### src/rtl/demux_1tom_buf_pkg.sv
// rtl/demux_1tom_buf_pkg.sv - shared constants and helpers for the 1-to-M buffered demux
package demux_1tom_buf_pkg;

  localparam int M_DEF     = 4;
  localparam int W_DEF     = 8;
  localparam int DEPTH_DEF = 2;

  function automatic int clog2(input int v);
    int r;
    r = 0;
    while ((1 << r) < v) r++;
    return r;
  endfunction

  // Low bit of entry idx in a packed bus of width-bit entries
  function automatic int slice_lo(input int idx, input int width);
    return idx * width;
  endfunction

endpackage

### src/rtl/demux_1tom_buf_if.sv
// rtl/demux_1tom_buf_if.sv - source/destination bundle of the 1-to-M buffered demux
interface demux_1tom_buf_if
  import demux_1tom_buf_pkg::*;
#(
  parameter int M     = M_DEF,
  parameter int W     = W_DEF,
  parameter int DEPTH = DEPTH_DEF
) ();
  localparam int SW = clog2(M);
  localparam int CW = clog2(DEPTH + 1);

  logic            vld_src;
  logic [W-1:0]    pld_src;
  logic [SW-1:0]   sel_src;
  logic            rdy_src;
  logic [M-1:0]    vld_dst;
  logic [M*W-1:0]  pld_dst;
  logic [M-1:0]    rdy_dst;
  logic [M*CW-1:0] occ_dst;
  logic            err_sel;

  modport master (
    output vld_src, pld_src, sel_src, rdy_dst,
    input  rdy_src, vld_dst, pld_dst, occ_dst, err_sel
  );

  modport slave (
    input  vld_src, pld_src, sel_src, rdy_dst,
    output rdy_src, vld_dst, pld_dst, occ_dst, err_sel
  );
endinterface

### src/rtl/sync_fifo_vr.sv
// rtl/sync_fifo_vr.sv - small synchronous FIFO, registered storage, no bypass
module sync_fifo_vr
  import demux_1tom_buf_pkg::*;
#(
  parameter int W     = 8,
  parameter int DEPTH = 2
) (
  input  logic                       clk,
  input  logic                       rst,
  input  logic                       push,
  input  logic [W-1:0]               din,
  output logic                       full,
  input  logic                       pop,
  output logic [W-1:0]               dout,
  output logic                       empty,
  output logic [clog2(DEPTH+1)-1:0]  count
);
  localparam int AW = clog2(DEPTH);
  localparam int CW = clog2(DEPTH + 1);

  logic [W-1:0]  r_mem [DEPTH];
  logic [AW-1:0] r_wptr;
  logic [AW-1:0] r_rptr;
  logic [CW-1:0] r_count;
  logic          w_push;
  logic          w_pop;

  assign full  = (r_count == CW'(DEPTH));
  assign empty = (r_count == '0);
  assign count = r_count;
  assign dout  = r_mem[r_rptr];

  assign w_push = push && !full;
  assign w_pop  = pop && !empty;

  // Storage is never reset; the consumer masks the head while empty
  always_ff @(posedge clk) begin
    if (w_push) r_mem[r_wptr] <= din;
  end

  // DEPTH is a power of two, so pointers wrap naturally
  always_ff @(posedge clk) begin
    if (rst) begin
      r_wptr  <= '0;
      r_rptr  <= '0;
      r_count <= '0;
    end else begin
      if (w_push) r_wptr <= r_wptr + AW'(1);
      if (w_pop)  r_rptr <= r_rptr + AW'(1);
      case ({w_push, w_pop})
        2'b10:   r_count <= r_count + CW'(1);
        2'b01:   r_count <= r_count - CW'(1);
        default: r_count <= r_count;
      endcase
    end
  end
endmodule

### src/rtl/demux_1tom_buf.sv
// rtl/demux_1tom_buf.sv - 1-to-M valid/ready demux with a FIFO per destination
module demux_1tom_buf
  import demux_1tom_buf_pkg::*;
#(
  parameter int M     = M_DEF,
  parameter int W     = W_DEF,
  parameter int DEPTH = DEPTH_DEF
) (
  input  logic              clk,
  input  logic              rst,
  demux_1tom_buf_if.slave   bus
);
  localparam int SW   = clog2(M);
  localparam int CW   = clog2(DEPTH + 1);
  localparam int NSEL = 1 << SW;

  logic [M-1:0]    w_full;
  logic [M-1:0]    w_empty;
  logic [M-1:0]    w_push;
  logic [M-1:0]    w_pop;
  logic [NSEL-1:0] w_full_ext;
  logic [W-1:0]    w_dout  [M];
  logic [CW-1:0]   w_count [M];
  logic            w_sel_ok;
  logic            w_src_xfer;
  logic            r_err;

  assign w_sel_ok = (int'(bus.sel_src) < M);

  // Unused select codes read as not-full so they are always accepted
  always_comb begin
    w_full_ext         = '0;
    w_full_ext[M-1:0]  = w_full;
  end

  assign bus.rdy_src = w_sel_ok ? !w_full_ext[bus.sel_src] : 1'b1;
  assign w_src_xfer  = bus.vld_src && bus.rdy_src;

  always_ff @(posedge clk) begin
    if (rst) r_err <= 1'b0;
    else     r_err <= bus.vld_src && !w_sel_ok;
  end

  assign bus.err_sel = r_err;

  for (genvar g = 0; g < M; g++) begin : g_dst
    assign w_push[g] = w_src_xfer && w_sel_ok && (bus.sel_src == SW'(g));
    assign w_pop[g]  = bus.rdy_dst[g] && !w_empty[g];

    sync_fifo_vr #(
      .W     (W),
      .DEPTH (DEPTH)
    ) u_fifo (
      .clk   (clk),
      .rst   (rst),
      .push  (w_push[g]),
      .din   (bus.pld_src),
      .full  (w_full[g]),
      .pop   (w_pop[g]),
      .dout  (w_dout[g]),
      .empty (w_empty[g]),
      .count (w_count[g])
    );

    assign bus.vld_dst[g]                       = !w_empty[g];
    assign bus.pld_dst[slice_lo(g, W) +: W]     = w_empty[g] ? '0 : w_dout[g];
    assign bus.occ_dst[slice_lo(g, CW) +: CW]   = w_count[g];
  end
endmodule

### src/flat_wrapper.sv
// flat-port wrapper written by rule: the top's interface ports become plain ports
module demux_1tom_buf_flat import demux_1tom_buf_pkg::*;
#(
  parameter int M     = M_DEF,
  parameter int W     = W_DEF,
  parameter int DEPTH = DEPTH_DEF
)
  (clk, rst, bus_vld_src, bus_pld_src, bus_sel_src, bus_rdy_dst, bus_rdy_src, bus_vld_dst, bus_pld_dst, bus_occ_dst, bus_err_sel);
  demux_1tom_buf_if #(.M(M), .W(W), .DEPTH(DEPTH)) bus_i ();
  input  logic clk;
  input  logic rst;
  input wire logic [$bits(bus_i.vld_src)-1:0] bus_vld_src;
  input wire logic [$bits(bus_i.pld_src)-1:0] bus_pld_src;
  input wire logic [$bits(bus_i.sel_src)-1:0] bus_sel_src;
  input wire logic [$bits(bus_i.rdy_dst)-1:0] bus_rdy_dst;
  output wire logic [$bits(bus_i.rdy_src)-1:0] bus_rdy_src;
  output wire logic [$bits(bus_i.vld_dst)-1:0] bus_vld_dst;
  output wire logic [$bits(bus_i.pld_dst)-1:0] bus_pld_dst;
  output wire logic [$bits(bus_i.occ_dst)-1:0] bus_occ_dst;
  output wire logic [$bits(bus_i.err_sel)-1:0] bus_err_sel;
  assign bus_i.vld_src = bus_vld_src;
  assign bus_i.pld_src = bus_pld_src;
  assign bus_i.sel_src = bus_sel_src;
  assign bus_i.rdy_dst = bus_rdy_dst;
  assign bus_rdy_src = bus_i.rdy_src;
  assign bus_vld_dst = bus_i.vld_dst;
  assign bus_pld_dst = bus_i.pld_dst;
  assign bus_occ_dst = bus_i.occ_dst;
  assign bus_err_sel = bus_i.err_sel;
  demux_1tom_buf #(.M(M), .W(W), .DEPTH(DEPTH)) u_core (.clk(clk), .rst(rst), .bus(bus_i));
endmodule
### config.mk
export PLATFORM = sky130hd
export DESIGN_NAME = demux_1tom_buf_flat
export DESIGN_NICKNAME = d
export VERILOG_FILES = /design/src/rtl/demux_1tom_buf_pkg.sv /design/src/rtl/demux_1tom_buf_if.sv /design/src/rtl/sync_fifo_vr.sv /design/src/rtl/demux_1tom_buf.sv /design/src/flat_wrapper.sv
export SDC_FILE = /design/constraint.sdc
export NUM_CORES = 1
export LEC_CHECK = 0
export BUFFER_PORTS_ARGS = -buffer_cell sky130_fd_sc_hd__buf_4
export CORE_ASPECT_RATIO = 0.7
export CORE_UTILIZATION = 50
export DETAILED_ROUTE_END_ITERATION = 12
export PLACE_DENSITY = 0.84
export SYNTH_ARGS = -nofsm -noshare
export SYNTH_HDL_FRONTEND = slang
export SYNTH_SLANG_ARGS = --single-unit
### constraint.sdc
create_clock -name clk -period 2.65 [get_ports clk]
set_input_delay 0.1325 -clock clk [delete_from_list [all_inputs] [get_ports clk]]
set_output_delay 0.1325 -clock clk [all_outputs]
set_load 0.01 [all_outputs]
==> results.tsv, run 1 <==
metric	value	unit
maxSlewViolCount	0	
gp_congestion	0.766	
overflow	0	
portBuffers	61	
post-route-period-util	71.3	%
cp_cell_sequence	nor2b_1 > or3b_4 > ha_1 > or3_1 > a21oi_1	
yosys_warnings	0	
drive_above_1_share	25.3	%
synth_flop_cell	edfxtp_1	
synth_seq_cells	84	
syn_avg_cell_area	13.4	µm²
slowest_stage	dfxtp_1	
clk_latency	0.34	ns
critical_path_required	2.92	ns
cts_tree	done	
cp.arrival	2.16	ns
worst-slew-pin-transition	0.747	ns
die_width	99.9	µm
viasPerCell	4.99	
finalWirelength	6270	µm
synth_cell_type_count	27	
drc	0	
power_frac_comb	20.7	%
place_area	0.00389	mm²
tns	0	ns
cts_sinks	84	
timing.slew.headroom	50.0	%
stdcell_area	0.00413	mm²
internal_power	2.45	mW
place_ws	0.764	ns
io_pins	63	
wl_per_cell	15.3	µm
antenna_found_initial	0	
setup_slack	0.761	ns
clock-root-buffer	clkbuf_8	
fmax	529	MHz
clkPwrFrac	31.7	%
initial_utilization	52.7	%
ant_nets	0	
clk_pin_slew_worst_paths	0.08	ns
max_stage_delay	0.45	ns
drt_first_pass_iters	4	
holdBufCountCts	0	
total_power	3.33	mW
syn_inst	251	
power_per_cell_area	807	mW/mm²
drv_cap	0	
synth-edff-count	64	
finish.net_count	336	
grt_pass1_vias	1914	
num_rows	24	
skew	0.00833	ns
cts_setup_buffers	0	
numCtsBuffers	9	
cts_htree_levels	3	
grt_max_degree	24	
yosysSeqAreaShare	69.2	%
syn_nets	272	
vias	2049	
critPathLaunchType	register	
core_area	0.00637	mm²
grt_pass1_wl	9890	µm
leakagePower	1.58	nW
track_usage	19.5	%
rsz0062_at_grt	no	
synthArstFlopShare	0	%
critPathKind	reg2reg	
setup-violations-final	0	
dpl.hpwl	4280	µm
final_util	64.8	%
status	completed	
cp-end-kind	register	
finalHoldViolCount	0	
diodes	0	
period_minus_slack	1.89	ns
area_growth	23.0	%
cts-resized-gates	0	
die_area	0.00705	mm²
power_switching	884	µW
cp_max_fo	6	
clockBufferDepth	2	
synth_area	0.00336	mm²
min_path_type	in2reg	
p_seq_share	47.6	%
fp.dieH	70.6	µm
nFillCells	508	
drtIter0Drc	114	
ir_worst_vdd	0.541	mV
swShare	26.5	%
## sequential cells by signal, summed over array words and instances (netlist names), named ones only
name	flops
u_core.g_dst.u_fifo.r_wptr	4
u_core.g_dst.u_fifo.r_mem	64
u_core.g_dst.u_fifo.count	8
u_core.g_dst.u_fifo.r_rptr	4
## through the flow
step | hold slack, ns | std cells
2_1_floorplan | 0.231 | 251
3_3_place_gp | 0.385 | 395
3_5_place_dp | 0.387 | 395
4_1_cts | 0.0105 | 411
5_1_grt | 0.0219 | 411
6_report | 0.0346 | 411
## path summary, 6_finish.rpt
| kind | to | cells past startpoint | slack (ns) | start |
|---|---|---|---|---|
| setup / recovery | u_core.g_dst[0].u_fifo.count[1] | 5 | 0.76 | u_core.g_dst[0].u_fifo.count[0] |
| hold / removal | u_core.g_dst[1].u_fifo.r_mem[1][4] | 1 | 0.03 | bus_pld_src[4] |
| setup reg to reg | u_core.g_dst[0].u_fifo.count[1] | 5 | 0.76 | u_core.g_dst[0].u_fifo.count[0] |
| hold reg to reg | u_core.g_dst[1].u_fifo.r_wptr | 2 | 0.50 | u_core.g_dst[1].u_fifo.r_wptr |
## layout make-up
type	instances	area [µm²]	area share, %
clock inverter	7	115	2.79
inverter	14	52.6	1.27
timing repair buffer	61	458	11.1
multi-input combinational	145	942	22.8
tap	91	114	2.76
sequential	84	2320	56.3
clock buffer	9	124	3.00
## critical path, delay by kind of cell (launching register included)
kind	cells	cell delay [ns]
AOI/OAI and AO/OA	1	0.15
adders and majority gates	1	0.34
and+or+nand+nor	3	0.88
DFF	1	0.45
## power by group through the flow
stage          clock network, mW  logic [mW]  registers [mW]
2_1_floorplan                  0       0.418            1.57
3_3_place_gp                   0       0.674            1.61
3_5_place_dp                   0       0.696            1.62
4_1_cts                     1.08       0.697            1.59
5_1_grt                     1.13       0.754            1.60
6_report                    1.06       0.689            1.59
## layout by cell type (no fill, tap or decap), types with 4 or more instances in the layout
cell type and n:
a21oi_1 5, buf_4 61, clkbuf_8 9, dfxtp_1 20, edfxtp_1 64, ha_1 4
inv_1 14, mux2i_1 32, nor2_1 61, o21ai_0 9, or3_1 5, xnor2_1 4
xor2_1 8
## layer usage
layer | track usage, % | routed length [µm] | vias up
li1 | - | - | 1001
met2 | 30.3 | 2920 | 79
met5 | 0 | 0 | -
met4 | 5.88 | 74 | 0
met3 | 6.23 | 603 | 5
met1 | 26.6 | 2670 | 964
## synthesized netlist by cell type (2+ instances only)
cell type,count,share of area [%]
o21ai_0,9,1.3
mux2_2,3,1.0
nor2_1,61,6.8
inv_1,14,1.6
xnor2_1,4,1.0
xor2_1,8,2.1
a21oi_1,5,0.75
dfxtp_1,20,12
clkbuf_1,2,0.22
ha_1,4,1.5
buf_2,5,0.75
mux2i_1,32,9.5
nor2b_1,3,0.56
or3_1,5,0.93
edfxtp_1,64,57
## logic make-up after synthesis
family / count (synthesis) / share of synthesized area, %
xor gates and xnor gates: 12 / 3.13
DFF: 84 / 69.2
and+or+nand+nor: 75 / 9.54
muxes: 36 / 11.0
adders and majority gates: 4 / 1.49
other: 1 / 0.112
buffers and inverters: 22 / 2.76
AOI/OAI and AO/OA: 17 / 2.80
(Power assumes the default switching activity.)
==> run 2: changes to the inputs <==
Settings changed: ABC_AREA set to 1, CORE_UTILIZATION 50 to 49, PLACE_DENSITY 0.84 to 0.86.
Clock period 2.65 ns to 1.7 ns, I/O delays scaled along.
==> run 2 against run 1 <==
Final cell count up 23%. Die area up 2.5%. Combinational power grew 94%. Clock skew increased by 0.0099 ns. Area after synthesis is 0.48% higher. Critical path type unchanged. Core utilization is 6.2 points higher.
==> results.tsv, run 2 <==
metric	value	unit
status	completed	
cts_htree_levels	3	
yosys-top-cells-count	81 x nand2_1, 64 x edfxtp_1, 48 x a21oi_1, 23 x inv_1, 20 x dfxtp_1	
die_width	101	µm
track_usage	20.6	%
cts_tree	done	
critical_path_required	1.94	ns
syn_inst	307	
drtIter0Drc	96	
critPathLaunchType	register	
io_pins	63	
drt_first_pass_iters	5	
cp_cell_sequence	inv_2 > nor2_2 > nand2_1 > nand2_2 > nor2_8 > nand3_4 > ha_4 > a21oi_2 > o21ai_2 > o21ai_1 > a21oi_1	
cts_sinks	84	
initial_utilization	52.5	%
clk_pin_slew_worst_paths	0.09	ns
area_growth	35.2	%
grt_pass1_vias	2430	
most-common-layout-cells	87 x buf_4, 80 x nand2_1, 64 x edfxtp_1	
syn_avg_cell_area	11.0	µm²
synth_most_common_cell	nand2_1	
largest_reg_flops	64	
regMostFlops	u_core.g_dst.u_fifo.r_mem	
maxSlewViolCount	0	
skew	0.0182	ns
critPathKind	reg2reg	
clock-root-buffer	clkbuf_8	
overflow	0	
leakagePower	1.89	nW
vias	2498	
synth_flop_cell	edfxtp_1	
synthTopCellsByArea	edfxtp_1 57%, dfxtp_1 12%, nand2_1 9.0%	
post-route-period-util	98.9	%
viasPerCell	4.96	
hold_depth	4	
clockBufferDepth	2	
ir_worst_vdd	0.693	mV
synthArstFlopShare	0	%
synth_area	0.00337	mm²
syn_nets	328	
path_buf_inv	1	
synth-edff-count	64	
synth_top_area_share	57.0	%
fp.dieH	71.4	µm
clk_latency	0.36	ns
timing.hold.ws	0.0785	ns
cp-end-kind	register	
synth_cell_type_count	21	
finish.net_count	429	
fmax	595	MHz
gp_congestion	0.796	
yosys_warnings	0	
finalWirelength	7220	µm
cp_max_fo	7	
final_cells	504	
period_minus_slack	1.68	ns
slowest_stage	dfxtp_2	
antenna_found_initial	0	
reg2reg_slack	0.02	ns
dp_cells	472	
min_path_type	in2reg	
ant_nets	0	
place_area	0.00409	mm²
critPathTopFamily	simple AND/OR/NAND/NOR gates	
drc	0	
yosys.area.top_type	edfxtp_1	
yosysSeqAreaShare	68.8	%
final_common_cell	buf_4	
finalHoldViolCount	0	
num_rows	24	
grt_max_degree	15	
stdcell_area	0.00456	mm²
setup-violations-final	0	
dpl.hpwl	4990	µm
final_util	71.0	%
numCtsBuffers	9	
synth_seq_cells	84	
wl_per_cell	14.3	µm
core_area	0.00643	mm²
portBuffers	61	
worst_r2r_path_depth	11	
drv_cap	0	
die_area	0.00723	mm²
cp.depth	11	
max_stage_delay	0.34	ns
power_per_cell_area	1160	mW/mm²
grt_pass1_wl	11100	µm
drive_above_1_share	38.5	%
diodes	0	
rsz0062_at_grt	yes	
cp.arrival	1.92	ns
==> run 2: repair_timing <==
| item | CTS | global route |
|---|---|---|
| hold buffers | 9 | 0 |
| hold endpoints to repair | 68 | 0 |
| gates resized for setup | 20 | 20 |
| setup endpoints to repair | 4 | 63 |
| pin swaps | 8 | 9 |
| cloned | 0 | 0 |
| setup buffers | 3 | 4 |
==> run 2: cells by family after synthesis <==
kind of cell,synth area share [%]
compound gates,8.90
buf+inv,4.49
fa+ha+maj,1.48
simple gates,15.1
other cells,0.111
flops,68.8
xor+xnor,1.04
==> run 2: metrics by stage <==
stage | setup TNS [ns] | setup WS [ns] | power (mW)
2_1_floorplan | -0.0180 | -0.0180 | 3.04
3_3_place_gp | 0 | 0.0409 | 3.61
3_5_place_dp | -0.234 | -0.0885 | 3.66
4_1_cts | 0 | 0.00246 | 5.22
5_1_grt | -0.488 | -0.0868 | 5.51
6_report | 0 | 0.0187 | 5.28
==> run 2: worst paths after layout <==
| path | start | to |
|---|---|---|
| min reg2reg | u_core.g_dst[2].u_fifo.r_rptr | u_core.g_dst[2].u_fifo.r_rptr |
| min | bus_rdy_dst[2] | u_core.g_dst[2].u_fifo.r_rptr |
| max | u_core.g_dst[0].u_fifo.count[1] | u_core.g_dst[2].u_fifo.count[1] |
| max reg2reg | u_core.g_dst[0].u_fifo.count[1] | u_core.g_dst[2].u_fifo.count[1] |
==> run 2: cell type report <==
cell class | count | area, µm²
clock inverters | 6 | 87.6
multi-input cells | 184 | 1030
clock buffers | 10 | 128
fillers | 450 | 1860
well taps | 91 | 114
repair buffers | 97 | 754
inverters | 32 | 120
flip-flops and latches | 84 | 2330
==> run 2: metal layers <==
layer / wire (µm) / GRT usage [%] / vias to the layer above
met5: 0 / 0 / -
met4: 149 / 8.37 / 0
met3: 364 / 5.46 / 14
met2: 3490 / 34.4 / 83
met1: 3220 / 25.8 / 1162
li1: - / - / 1239
==> run 2: power breakdown <==
part           internal (mW)  switching [mW]
registers               2.32          0.0872
logic                  0.622           0.719
clock network          0.830           0.695
total                   3.78            1.50
==> run 2: worst register-to-register path: cells and delay by family, from the launching register on <==
kind                       cells  cell delay (ns)
and+or+nand+nor                5             0.52
buffers and inverters          1             0.06
adders and majority gates      1             0.26
DFF                            1             0.34
AOI/OAI and AO/OA              4             0.39
